File: src/rtl/deglitch_multi.sv
// Multi-channel input deglitcher: 2-FF synchroniser plus per-channel rise/fall qualification counter.
// Optional per-channel glitch counters are built when DEGLITCH_MULTI_GLITCH_CNT_EN is defined.
module deglitch_multi #(
  parameter int CHANNELS      = 4,
  parameter int RISE_COUNT    = 1,
  parameter int FALL_COUNT    = 1,
  parameter int COUNTER_WIDTH = $clog2(((RISE_COUNT > FALL_COUNT) ? RISE_COUNT : FALL_COUNT) + 1),
  parameter logic [CHANNELS-1:0] DEFAULT_LOGIC = '0
) (
  input  logic                    clk,
  input  logic                    reset_n,
  input  logic                    sample_en,
  input  logic [CHANNELS-1:0]     in,
  output logic [CHANNELS-1:0]     out,
  output logic [CHANNELS-1:0]     rise,
  output logic [CHANNELS-1:0]     fall,
  input  logic                    glitch_clear,
  output logic [8*CHANNELS-1:0]   glitch_count
);

  localparam int MAX_COUNT = (RISE_COUNT > FALL_COUNT) ? RISE_COUNT : FALL_COUNT;

  generate
    if (CHANNELS < 1) begin : g_bad_channels
      $error("deglitch_multi: CHANNELS must be >= 1");
    end
    if (RISE_COUNT < 1 || FALL_COUNT < 1) begin : g_bad_count
      $error("deglitch_multi: RISE_COUNT and FALL_COUNT must be >= 1");
    end
    if (COUNTER_WIDTH < 1 || ((MAX_COUNT - 1) >> COUNTER_WIDTH) != 0) begin : g_bad_width
      $error("deglitch_multi: COUNTER_WIDTH too small for the thresholds");
    end
  endgenerate

  localparam logic [COUNTER_WIDTH-1:0] RISE_LAST = COUNTER_WIDTH'(RISE_COUNT - 1);
  localparam logic [COUNTER_WIDTH-1:0] FALL_LAST = COUNTER_WIDTH'(FALL_COUNT - 1);

  logic [CHANNELS-1:0]      sync1_q, sync2_q, out_q, rise_q, fall_q;
  logic [CHANNELS-1:0]      out_d, rise_d, fall_d, abort_d;
  logic [COUNTER_WIDTH-1:0] cnt_q [CHANNELS];
  logic [COUNTER_WIDTH-1:0] cnt_d [CHANNELS];

  // abort_d marks a partial qualification thrown away because the input returned to the out level.
  always_comb begin
    logic [COUNTER_WIDTH-1:0] last;
    out_d   = out_q;
    rise_d  = '0;
    fall_d  = '0;
    abort_d = '0;
    last    = '0;
    for (int ch = 0; ch < CHANNELS; ch++) begin
      cnt_d[ch] = cnt_q[ch];
      last      = out_q[ch] ? FALL_LAST : RISE_LAST;
      if (sync2_q[ch] == out_q[ch]) begin
        cnt_d[ch]   = '0;
        abort_d[ch] = (cnt_q[ch] != '0);
      end else if (sample_en) begin
        if (cnt_q[ch] == last) begin
          out_d[ch]  = ~out_q[ch];
          cnt_d[ch]  = '0;
          rise_d[ch] = ~out_q[ch];
          fall_d[ch] = out_q[ch];
        end else begin
          cnt_d[ch] = cnt_q[ch] + 1'b1;
        end
      end
    end
  end

  always_ff @(posedge clk or negedge reset_n) begin
    if (!reset_n) begin
      sync1_q <= DEFAULT_LOGIC;
      sync2_q <= DEFAULT_LOGIC;
      out_q   <= DEFAULT_LOGIC;
      rise_q  <= '0;
      fall_q  <= '0;
      for (int ch = 0; ch < CHANNELS; ch++) begin
        cnt_q[ch] <= '0;
      end
    end else begin
      sync1_q <= in;
      sync2_q <= sync1_q;
      out_q   <= out_d;
      rise_q  <= rise_d;
      fall_q  <= fall_d;
      for (int ch = 0; ch < CHANNELS; ch++) begin
        cnt_q[ch] <= cnt_d[ch];
      end
    end
  end

  assign out  = out_q;
  assign rise = rise_q;
  assign fall = fall_q;

`ifdef DEGLITCH_MULTI_GLITCH_CNT_EN
  logic [7:0] glitch_q [CHANNELS];

  // Clear wins over a same-cycle increment; counters stick at 255.
  always_ff @(posedge clk or negedge reset_n) begin
    if (!reset_n) begin
      for (int ch = 0; ch < CHANNELS; ch++) begin
        glitch_q[ch] <= '0;
      end
    end else begin
      for (int ch = 0; ch < CHANNELS; ch++) begin
        if (glitch_clear) begin
          glitch_q[ch] <= '0;
        end else if (abort_d[ch] && glitch_q[ch] != 8'hFF) begin
          glitch_q[ch] <= glitch_q[ch] + 8'd1;
        end
      end
    end
  end

  always_comb begin
    glitch_count = '0;
    for (int ch = 0; ch < CHANNELS; ch++) begin
      glitch_count[8*ch +: 8] = glitch_q[ch];
    end
  end
`else
  logic unused_glitch;
  assign unused_glitch = ^{glitch_clear, abort_d};
  assign glitch_count  = '0;
`endif

endmodule
File: config.mk
export PLATFORM = sky130hd
export DESIGN_NAME = deglitch_multi
export DESIGN_NICKNAME = d
export VERILOG_FILES = /design/src/rtl/deglitch_multi.sv
export SDC_FILE = /design/constraint.sdc
export NUM_CORES = 1
export LEC_CHECK = 0
export CAP_MARGIN = 0
export CORE_UTILIZATION = 39
export DETAILED_ROUTE_END_ITERATION = 10
export PLACE_DENSITY = 0.83
export SLEW_MARGIN = 20
export SYNTH_ARGS = -nofsm -noshare
export SYNTH_HDL_FRONTEND = slang
export SYNTH_SLANG_ARGS = --single-unit
File: constraint.sdc
create_clock -name clk -period 1.6 [get_ports clk]
set_input_delay 0.16 -clock clk [delete_from_list [all_inputs] [get_ports clk]]
set_output_delay 0.16 -clock clk [all_outputs]
set_load 0.05 [all_outputs]
==> results of run 1 <==
cell families (layout without fill, tap and decap cells):
family / after synthesis / in the layout / share of synthesized area, %
buf+inv: 33 / 23 / 28.4
flops: 20 / 20 / 56.5
simple gates: 8 / 8 / 8.76
mux: 4 / 4 / 5.93
other cells: 1 / 32 / 0.423
routing by layer:
metal | track usage [%] | share of wire, % | routed length [um]
met5 | 0 | 0 | 0
met4 | 5.71 | 1.2 | 11
met3 | 4.01 | 17 | 153
met2 | 12.2 | 43 | 393
met1 | 8.75 | 39 | 351
power by group through the flow:
stage	registers [W]	clock network, W	logic, W
floorplan	0.000632	0	0.000253
global placement	0.000559	0	0.000327
detailed placement	0.000561	0	0.000329
CTS	0.000551	0.000285	0.000329
global route	0.000555	0.000311	0.000340
finish	0.000550	0.000274	0.000328
worst paths after layout:
| path | from | depth (start not counted) | slack [ns] | end |
|---|---|---|---|---|
| max in group asynchronous | reset_n | 2 | 1.21 | sync1_q[0]$_DFF_PN0_ |
| min reg2reg | sync1_q[0]$_DFF_PN0_ | 0 | 0.36 | sync2_q[0]$_DFF_PN0_ |
| max reg2reg | out[0]$_DFFE_PN0P_ | 1 | 0.81 | out[0]$_DFFE_PN0P_ |
| min | reset_n | 2 | 0.20 | fall[2]$_DFF_PN0_ |
| max | rise[0]$_DFF_PN0_ | 1 | 0.41 | rise[0] |
| min in group clk | in[1] | 1 | 0.30 | sync1_q[1]$_DFF_PN0_ |
layout by cell type (no fill, tap or decap):
| master | netlist | routed |
|---|---|---|
| clkdlybuf4s50_1 | 0 | 6 |
| mux2_2 | 2 | 2 |
| and3b_1 | 2 | 2 |
| conb_1 | 1 | 32 |
| mux2_4 | 2 | 2 |
| clkbuf_8 | 0 | 1 |
| clkbuf_4 | 0 | 3 |
| buf_4 | 32 | 5 |
| dlymetal6s2s_1 | 0 | 8 |
| and3b_2 | 6 | 6 |
| dfrtp_1 | 20 | 20 |
sequential cells by signal (all words and copies together), names as in the netlist:
| register | flops |
|---|---|
| fall | 4 |
| out | 4 |
| rise | 4 |
| sync1_q | 4 |
| sync2_q | 4 |
what timing repair did:
action | in CTS | in global routing
gates resized for setup | 0 | 8
setup buffers | 0 | 0
endpoints found under the hold margin | 0 | 0
endpoints found under the setup margin | 0 | 8
layout make-up:
| class | instances | share of cell area [%] |
|---|---|---|
| Clock buffer | 4 | 3.56 |
| Multi-Input combinational cell | 44 | 24.6 |
| Tap cell | 27 | 3.32 |
| Timing Repair Buffer | 19 | 19.4 |
| Sequential cell | 20 | 49.1 |
stage by stage:
| stage | utilization (%) | hold slack [ns] | cells | total power, W |
|---|---|---|---|---|
| 5_1_grt | 49.9 | 0.209 | 114 | 0.00121 |
| 6_report | 49.9 | 0.200 | 114 | 0.00115 |
| 2_1_floorplan | - | -0.136 | 97 | 0.000885 |
| 4_1_cts | 48.9 | 0.199 | 114 | 0.00116 |
| 3_3_place_gp | 47.1 | 0.333 | 110 | 0.000887 |
| 3_5_place_dp | 47.1 | 0.336 | 110 | 0.000890 |
==> flow_metrics.py, run 1 <==
metrics = {
    "placement": {
        "numPortBuffers": 18,
        "post_dp_cell_area_sq_um": 962,
        "post-place-ws_ns": 0.227,
        "place_hpwl_um": 667,
        "globalplace.congestion": 0.660,
    },
    "synth": {
        "synth-seq-cells": 20,
        "synth.distinct_cells": 8,
        "seq_area_frac_synth_pct": 56.5,
        "synth.most_common_cell": "buf_4",
        "synth-edff-count": 0,
        "synthTopCellsByArea": "dfrtp_1 (56%), buf_4 (27%), and3b_2 (6.8%)",
        "synth_top_area_cell": "dfrtp_1",
        "ys.warnings.count": 0,
        "synth_flop_cell": "dfrtp_1",
        "synth_top_area_share_pct": 56.5,
        "netlist_instances": 66,
        "avgSynthCellArea_sq_um": 13.4,
        "ys_top_cells_by_count": "buf_4 (32), dfrtp_1 (20), and3b_2 (6)",
        "syn_area_sq_um": 886,
        "async_flop_share_pct": 100,
    },
    "finish": {
        "diodes": 0,
        "drive_gt1_share_pct": 21.8,
        "nFillCells": 193,
        "multi_input_area_sq_um": 250,
        "final_area_sq_mm": 0.00102,
        "area_delta_synth_final_pct": 15.0,
        "regArea_sq_um": 500,
        "finalNetCount": 96,
    },
    "global_route": {
        "globalRouteOverflowTotal": 0,
        "grt_pass1_wl_um": 1390,
        "antenna_found_initial": 0,
        "grt_pass1_vias": 315,
        "grt.total_usage_pct": 8.08,
        "grt_max_degree": 21,
    },
    "drt": {
        "ant_nets": 0,
        "drt_wl_total_um": 910,
        "vias": 404,
        "avgViaCountPerCell": 3.54,
        "drtIter0Drc": 0,
        "wl_per_cell_um": 7.98,
        "drc": 0,
        "dr.pass1.iters": 1,
    },
    "clocking": {
        "cts.path.max_buffers": 2,
        "cts_buffers": 3,
        "cts_hold_buffers": 0,
        "cts.sinks": 20,
        "cts_tree": "done",
        "htree_levels": 1,
        "path_clk_slew_ns": 0.10,
        "root_buffer": "clkbuf_4",
        "insertion_delay_ns": 0.28,
    },
    "worst_setup_path": {
        "cp-end-kind": "output pin",
        "path_delay_family": "buffers and inverters",
        "crit_type": "flip-flop to output pin",
        "cp_max_fo": 1,
        "crit_slowest_cell": "dlymetal6s2s_1",
        "cp_cell_sequence": "dlymetal6s2s_1",
        "arrival_ns": 1.03,
        "startpoint_type": "flip-flop",
        "slowest_delay_ns": 0.41,
        "crit_buf_inv": 1,
        "required_ns": 1.44,
    },
    "floorplanning": {
        "die_h_um": 49.7,
        "start_util_pct": 43.4,
        "placementRows": 16,
        "die_area_sq_mm": 0.00247,
        "die_x_um": 49.7,
        "floorplan.io_pins": 52,
        "core-area_sq_mm": 0.00204,
    },
    "sta": {
        "drv_slew": 0,
        "relSlewSlack_pct": 66.2,
        "tns_ns": 0,
        "tightest_slew_ns": 0.507,
        "min_period_over_period_pct": 74.4,
        "finalSetupViolCount": 0,
        "fmax_mhz": 840,
        "clock_skew_ns": 0.000956,
        "fin_ws_ns": 0.410,
        "rsz0062_at_grt": "false",
        "period_minus_slack_ns": 1.19,
        "final-hold-violation-count": 0,
    },
    "worst_hold_path": {
        "hold_class": "input pin to asynchronous set/reset pin",
    },
    "power": {
        "seq_power_share_pct": 47.8,
        "power.net_switching_w": 0.000414,
        "p_int_w": 0.000738,
        "power.density_mw_per_mm2": 1130,
        "ir_drop_uv": 448,
        "power.share.clock_pct": 23.7,
        "comb_power_share_pct": 28.5,
        "p_sw_share_pct": 35.9,
        "p_leak_nw": 0.657,
    },
    "run_status": {
        "status": "completed",
    },
    "run": {
        "maxCapViolCount": 0,
    },
}
Note: power is estimated with default switching activity, not from simulation.
==> run 2, diff against run 1 <==
--- a/config.mk
+++ b/config.mk
@@ -6,9 +6,9 @@
 export NUM_CORES = 1
 export LEC_CHECK = 0
 export CAP_MARGIN = 0
-export CORE_UTILIZATION = 39
+export CORE_UTILIZATION = 33
 export DETAILED_ROUTE_END_ITERATION = 10
-export PLACE_DENSITY = 0.83
+export PLACE_DENSITY = 0.74
 export SLEW_MARGIN = 20
 export SYNTH_ARGS = -nofsm -noshare
 export SYNTH_HDL_FRONTEND = slang
==> constraint.sdc (replaced) <==
create_clock -name clk -period 1 [get_ports clk]
set_input_delay 0.1 -clock clk [delete_from_list [all_inputs] [get_ports clk]]
set_output_delay 0.1 -clock clk [all_outputs]
set_load 0.05 [all_outputs]
==> flow_metrics.py, run 2 (synthesis results as in run 1) <==
metrics = {
    "floorplanning": {
        "start_util_pct": 35.4,
        "placementRows": 18,
        "floorplan.io_pins": 52,
        "die_area_sq_mm": 0.00290,
        "die_h_um": 53.8,
        "core-area_sq_mm": 0.00250,
        "die_x_um": 53.8,
    },
    "finish": {
        "final_common_cell": "conb_1",
        "diodes": 0,
        "drive_gt1_share_pct": 39.8,
        "fin_util_pct": 47.9,
        "final_cell_mix": "conb_1 (32), dfrtp_1 (16), buf_12 (12), buf_4 (7)",
        "area_delta_synth_final_pct": 35.3,
        "finalNetCount": 102,
        "finalNonFillerCells": 123,
    },
    "worst_setup_path": {
        "cp_max_fo": 3,
        "slowest_delay_ns": 0.45,
        "crit_buf_inv": 1,
        "startpoint": "out[3]$_DFFE_PN0P_",
        "arrival_ns": 0.90,
        "worst_r2r_endpoint": "out[3]$_DFFE_PN0P_",
        "cp-end-kind": "output pin",
        "crit_type": "flip-flop to output pin",
        "reg2reg_slack_ns": 0.05,
        "required_ns": 0.90,
        "rr_startpoint": "out[3]$_DFFE_PN0P_",
        "cp_cell_sequence": "buf_12",
        "path_depth": 1,
        "crit_slowest_cell": "dfrtp_2",
        "startpoint_type": "flip-flop",
        "crit_path_end": "out[3]",
        "rr_worst_depth": 2,
        "path_delay_family": "flip-flops",
    },
    "clocking": {
        "cts.sinks": 20,
        "cts_tree": "done",
        "cts_hold_buffers": 0,
        "htree_levels": 1,
        "cts_resized": 0,
        "insertion_delay_ns": 0.29,
        "cts_buffers": 3,
        "root_buffer": "clkbuf_4",
        "cts.path.max_buffers": 2,
        "path_clk_slew_ns": 0.11,
    },
    "sta": {
        "fmax_mhz": 1000,
        "period_minus_slack_ns": 0.997,
        "final-hold-violation-count": 0,
        "clock_skew_ns": 0.0121,
        "fin_ws_ns": 0.00330,
        "rsz0062_at_grt": "true",
        "min_period_over_period_pct": 99.7,
        "finalSetupViolCount": 0,
        "tns_ns": 0,
        "drv_slew": 0,
    },
    "drt": {
        "ant_nets": 0,
        "drt_wl_total_um": 979,
        "dr.pass1.iters": 2,
        "drtIter0Drc": 1,
        "drc": 0,
        "avgViaCountPerCell": 3.43,
        "wl_per_cell_um": 7.96,
        "vias": 422,
    },
    "run": {
        "maxCapViolCount": 0,
    },
    "global_route": {
        "grt_pass1_vias": 304,
        "grt.total_usage_pct": 7.39,
        "grt_pass1_wl_um": 1400,
        "globalRouteOverflowTotal": 0,
        "grt_max_degree": 21,
        "antenna_found_initial": 0,
    },
    "placement": {
        "globalplace.congestion": 0.681,
        "placedCellCount": 115,
        "numPortBuffers": 18,
        "place_hpwl_um": 755,
        "post-place-ws_ns": -0.180,
    },
    "power": {
        "power.density_mw_per_mm2": 1810,
        "p_leak_nw": 0.615,
        "ir_drop_uv": 897,
    },
    "run_status": {
        "status": "completed",
    },
    "worst_hold_path": {
        "hold_class": "input pin to asynchronous set/reset pin",
    },
}
run 2: per-stage QoR:
step                      area [sq um]  total power (W)  hold slack (ns)
final                             1200          0.00217            0.125
after global routing              1200          0.00226            0.127
after CTS                         1190          0.00218            0.127
after detailed placement          1120          0.00153            0.336
after global placement            1120          0.00153            0.331
after floorplan                   1010          0.00142           -0.196
run 2: how the worst min path moves through the flow:
stage | from | endpoint | slack, ns | cells past startpoint
floorplan | reset_n | fall[0]$_DFF_PN0_ | -0.20 | 0
global placement | sync1_q[2]$_DFF_PN0_ | sync2_q[2]$_DFF_PN0_ | 0.33 | 0
detailed placement | sync1_q[3]$_DFF_PN0_ | sync2_q[3]$_DFF_PN0_ | 0.34 | 0
CTS | reset_n | fall[2]$_DFF_PN0_ | 0.13 | 2
global route | reset_n | fall[2]$_DFF_PN0_ | 0.13 | 2
finish | reset_n | fall[2]$_DFF_PN0_ | 0.13 | 2
run 2: worst register-to-register path: stages, from the launching register on:
cell     delay [ns]
dfrtp_2        0.45
buf_4          0.14
mux2_4         0.26
run 2: layout make-up:
cell class,count,area [sq um]
multi-input combinational,44,250
sequential,20,505
timing repair buffer,25,353
fill,217,1300
clock inverter,1,30.0
tap,30,37.5
clock buffer,3,22.5
run 2: timing repair:
| item | 4_1_cts | 5_1_grt |
|---|---|---|
| setup endpoints to repair | 4 | 6 |
| setup buffers | 3 | 1 |
| pin swaps | 0 | 0 |
run 2: where the power goes:
group          leakage [nW]  total (W)  switching [W]  internal (W)
Sequential            0.244   0.000899      0.0000382      0.000860
Clock                0.0279   0.000632       0.000227      0.000405
Combinational         0.344   0.000638       0.000433      0.000205
run 2: per-layer routing:
layer / routed length [um] / track usage, %
met4: 4 / 3.95
met2: 432 / 10.3
met5: 0 / 0
met3: 131 / 5.08
met1: 411 / 8.38
==> run 3, diff against run 2 <==
--- a/config.mk
+++ b/config.mk
@@ -6,8 +6,10 @@
 export NUM_CORES = 1
 export LEC_CHECK = 0
 export CAP_MARGIN = 0
+export CORE_MARGIN = 4
 export CORE_UTILIZATION = 33
 export DETAILED_ROUTE_END_ITERATION = 10
+export MAX_ROUTING_LAYER = met4
 export PLACE_DENSITY = 0.74
 export SLEW_MARGIN = 20
 export SYNTH_ARGS = -nofsm -noshare
==> flow_metrics.py, run 3 (synthesis results as in run 1) <==
metrics = {
    "drt": {
        "wl_met2_um": 439,
        "drc": 0,
        "drt_wl_total_um": 1050,
        "avgViaCountPerCell": 3.41,
        "vias": 409,
        "drtIter0Drc": 2,
        "wl_met3_um": 200,
        "top_layer": "met3",
        "met1_length_um": 410,
        "ant_nets": 0,
        "dr.pass1.iters": 3,
        "wl_per_cell_um": 8.76,
    },
    "clocking": {
        "cts.path.max_buffers": 2,
        "cts_tree": "done",
        "insertion_delay_ns": 0.28,
        "root_buffer": "clkbuf_4",
        "path_clk_slew_ns": 0.09,
        "cts_buffers": 3,
        "htree_levels": 1,
        "cts_resized": 0,
        "cts.sinks": 20,
    },
    "finish": {
        "final_common_cell": "conb_1",
        "diodes": 0,
        "drive_gt1_share_pct": 37.8,
        "fin_util_pct": 45.7,
        "finalNetCount": 100,
        "nFillCells": 230,
        "final_cell_mix": "conb_1 (32), dfrtp_1 (16), buf_12 (12), and3b_2 (6), clkdlybuf4s50_1 (6)",
        "area_delta_synth_final_pct": 30.2,
    },
    "worst_setup_path": {
        "cp_cell_sequence": "buf_12",
        "arrival_ns": 0.88,
        "rr_startpoint": "out[0]$_DFFE_PN0P_",
        "required_ns": 0.90,
        "path_depth": 1,
        "worst_r2r_endpoint": "out[0]$_DFFE_PN0P_",
        "cp_max_fo": 4,
        "crit_type": "flip-flop to output pin",
        "startpoint_type": "flip-flop",
        "crit_buf_inv": 1,
        "reg2reg_slack_ns": 0.06,
        "cp-end-kind": "output pin",
        "crit_slowest_cell": "dfrtp_2",
        "slowest_delay_ns": 0.45,
        "path_delay_family": "flip-flops",
        "rr_worst_depth": 2,
    },
    "global_route": {
        "grt_pass1_wl_um": 1400,
        "grt_max_degree": 21,
        "globalRouteOverflowTotal": 0,
        "antenna_found_initial": 0,
        "grt.total_usage_pct": 5.65,
        "grt_pass1_vias": 322,
    },
    "floorplanning": {
        "die_area_sq_mm": 0.00358,
        "placementRows": 18,
        "start_util_pct": 35.1,
        "die_h_um": 59.8,
        "core-area_sq_mm": 0.00252,
        "die_x_um": 59.8,
        "floorplan.io_pins": 52,
    },
    "sta": {
        "clock_skew_ns": 0.000499,
        "fmax_mhz": 1020,
        "finalSetupViolCount": 0,
        "rsz0062_at_grt": "true",
        "tns_ns": 0,
        "final-hold-violation-count": 0,
        "drv_slew": 0,
        "min_period_over_period_pct": 98.3,
        "period_minus_slack_ns": 0.983,
        "whs_ns": 0.150,
    },
    "placement": {
        "place_hpwl_um": 846,
        "numPortBuffers": 18,
        "globalplace.congestion": 0.651,
    },
    "run": {
        "maxCapViolCount": 0,
    },
    "worst_hold_path": {
        "hold_class": "input pin to asynchronous set/reset pin",
    },
    "power": {
        "power.density_mw_per_mm2": 1620,
        "ir_drop_uv": 692,
        "p_leak_nw": 0.591,
    },
    "run_status": {
        "status": "completed",
    },
}
## run 3: cell count changes in the layout (fill, tap and decap cells not counted), sizes merged
cell	delta
buf	-2
bufinv	-1
## run 3: worst max path at each step
stage,from,end,slack (ns)
2_1_floorplan,out[3]$_DFFE_PN0P_,out[3]$_DFFE_PN0P_,0.08
3_3_place_gp,sample_en,out[2]$_DFFE_PN0P_,-0.20
3_5_place_dp,sample_en,out[1]$_DFFE_PN0P_,-0.20
4_1_cts,out[2]$_DFFE_PN0P_,out[2],0.00005
5_1_grt,out[3]$_DFFE_PN0P_,out[3],-0.03
6_report,out[3]$_DFFE_PN0P_,out[3],0.02
## run 3: metrics by stage
stage | cell area [sq um] | setup WS (ns) | std cells | total power (W)
after CTS | 1150 | 0.0000512 | 119 | 0.00188
after floorplan | 1010 | 0.0827 | 97 | 0.00142
after detailed placement | 1110 | -0.205 | 114 | 0.00153
after global routing | 1150 | -0.0266 | 120 | 0.00195
after global placement | 1110 | -0.195 | 114 | 0.00152
final | 1150 | 0.0173 | 120 | 0.00187
## run 3: layout make-up
| cell class | instances | area [sq um] | share of cell area, % |
|---|---|---|---|
| clock buffer | 3 | 22.5 | 1.95 |
| multi-input combinational | 44 | 250 | 21.7 |
| sequential | 20 | 505 | 43.8 |
| tap | 30 | 37.5 | 3.25 |
| timing repair buffer | 23 | 338 | 29.3 |
## run 3: power by group
| part | total, W | internal [W] | switching (W) |
|---|---|---|---|
| sequential | 0.000899 | 0.000860 | 0.0000383 |
| combinational | 0.000631 | 0.000198 | 0.000433 |
| clock | 0.000339 | 0.000140 | 0.000199 |
## run 3: routing by layer
metal / up-vias / GRT usage (%)
met4: 0 / 3.80
met2: 36 / 8.49
li1: 192 / -
met5: - / -
met1: 181 / 5.87
met3: 0 / 2.59
## run 3: timing repair
action	CTS	global route
pin swaps	0	0
gates cloned	0	0
hold buffers	0	0
hold endpoints to repair	0	0
setup endpoints to repair	2	4
setup buffers	2	1
==> RTL change, RTL diff (flow settings as in run 2) <==
Add a define of `DEGLITCH_MULTI_GLITCH_CNT_EN`.
--- a/src/rtl/deglitch_multi.sv
+++ b/src/rtl/deglitch_multi.sv
@@ -2,2 +2,4 @@
 // Optional per-channel glitch counters are built when DEGLITCH_MULTI_GLITCH_CNT_EN is defined.
+`define DEGLITCH_MULTI_GLITCH_CNT_EN
+
 module deglitch_multi #(
Check against the original RTL: no difference found for any inputs over 10 cycles, from zero or initial values and one cycle with reset_n low; that may be too few to reach the edited logic, so the function may still have changed.
==> RTL change against run 2 <==
- power up 73%
- core utilization increased by 12 points
- non-clock buffer count up 35
- maximum frequency shrank 0.22%
- die area is 83% higher
- sequential cell count grew 32
- worst setup slack got worse by 0.0022 ns
- synthesized area grew 87%
- cell count is 88% higher
- critical path depth stayed put
- routed wire length rose to 3.2 times the old value
- cell area increased by 140%
- global-route usage up 6.1 points
- worst hold slack better by 0.11 ns
- critical endpoint unchanged
- largest power group unchanged
==> RTL change: results (changes against run 2) <==
Power
  • VDD IR-drop max: 0.988 mV (+10%)
  • Leakage power: 0.00133 µW (+120%)

Synth
  • Commonest cells in the netlist: dfrtp_1 (52), nor2b_1 (32), and3b_2 (6)
  • Synth Instances: 100 (+52%)
  • Seq/Total Area, Yosys: 78.5% (+22 points)
  • Post-synthesis adder-cell area fraction: 0% (unchanged)
  • Largest cells by area after synthesis: dfrtp_1 (78%), nor2b_1 (12%), and3b_2 (3.6%), mux2_4 (1.8%), mux2_2 (1.4%)
  • Mux contribution to synthesized area: 3.17% (-2.8 points)
  • Syn_nets: about 110
  • Compound-gate portion of the synthesized area: 0% (unchanged)
  • Synth Warn #: 0 (unchanged)

Placed design
  • Placed instance area: 2720 µm² (+140%)
  • DP HPWL: 2230 µm (+200%)
  • PortBufs: 51 (+33)
  • Placed cells: 218 (+90%)
  • Gpl congestion: 0.651 (-4.5%)

Status
  • Status: finished clean

CTS
  • H-Tree Depth: 2 (+1)
  • CTS buffer count: 5 (+2)
  • Clock Tree Root: clkbuf_8
  • Worst-path clk slew: 0.09 ns (-0.02 ns)
  • # resized after CTS: 0 (unchanged)

Final layout
  • Proportion of layout cells with a drive suffix above 1: 45.1% (+5.3 points)
  • Max FFs per register: 32
  • Non-Filler Instances: 231 (+88%)
  • Fin nets: 171 (+68%)

Route
  • Avg WL per Cell: 13.6 µm (+71%)
  • Drt pass-1 iters: 3 (+1)
  • Via/cell ratio: 4.13 (+20%)
  • Initial DRC Count: 9 (+8)

Global route
  • Global-route wire length before repair: 5230 µm (+270%)
  • Vias in the first global route: 1049 (+250%)
  • Gr usage total: 13.5% (+6.1 points)
  • Antenna violations before repair: 0 (unchanged)
  • Largest net degree at the start of global routing: 53 (+150%)

Hold path
  • Worst Hold Class: in2reg

Setup path
  • Worst stage delay on the critical path: 0.45 ns (about the same)
  • Crit path DAT: 0.90 ns (about the same)
  • Worst Path Max Fanout: 2 (-1)

STA
  • Layout Skew: 0.00614 ns (-0.00600 ns)
RTL change: cells by family (layout without fill, tap and decap cells):
| logic type | count (synthesis) | in the layout |
|---|---|---|
| buffers and inverters | 4 | 68 |
| AND/OR/NAND/NOR | 40 | 40 |
| multiplexers | 4 | 4 |
| flip-flops | 52 | 52 |
RTL change: path summary, 6_finish.rpt:
| kind | to | depth (start not counted) | slack [ns] | start |
|---|---|---|---|---|
| max | out[3] | 1 | 0.001 | out[3] |
| max in group asynchronous | out[0] | 3 | 0.43 | reset_n |
| min | sync1_q[3] | 1 | 0.23 | in[3] |
| max reg2reg | out[3] | 2 | 0.04 | out[3] |
| min in group asynchronous | glitch_count[19] | 3 | 0.33 | reset_n |
| min reg2reg | sync2_q[1] | 0 | 0.35 | sync1_q[1] |
RTL change: area by class of cell:
cell class                      count  area [µm²]
Fill cell                         367        1940
Sequential cell                    52        1310
Timing Repair Buffer               60        1040
Multi-Input combinational cell     44         330
Tap cell                           67        83.8
Clock buffer                        6        72.6
Clock inverter                      2        12.5
RTL change: through the flow:
stage | hold WS (ns) | setup WS [ns] | total power, µW | TNS, ns
detailed placement | 0.110 | -0.200 | 2660 | -1.40
floorplan | -0.196 | 0.0827 | 2400 | 0
finish | 0.231 | 0.00112 | 3750 | 0
global placement | 0.103 | -0.171 | 2640 | -1.01
global route | 0.206 | -0.0418 | 3930 | -0.406
CTS | 0.216 | -0.0106 | 3830 | -0.0222
RTL change: worst register-to-register path, delay by kind of cell (launching register included):
kind                   cells  cell delay [ns]
buffers and inverters      1             0.15
DFF                        1             0.45
muxes                      1             0.26
RTL change: per-layer routing:
| metal | part of all wire (%) | GRT usage (%) | wire, µm |
|---|---|---|---|
| met1 | 38 | 14.7 | 1190 |
| met2 | 52 | 22.3 | 1630 |
| met3 | 9.7 | 7.73 | 306 |
| met4 | 0.45 | 3.92 | 14 |
| met5 | 0 | 0 | 0 |
RTL change: what timing repair did:
item	in CTS	in global routing
setup buffers	4	0
endpoints found under the setup margin	6	33
hold buffers	1	0
hold endpoints to repair	52	0
RTL change: power by group:
part           internal (µW)  switching, µW  total, µW
Sequential              2150           40.5       2190
Combinational            223            220        442
Clock                    489            625       1110
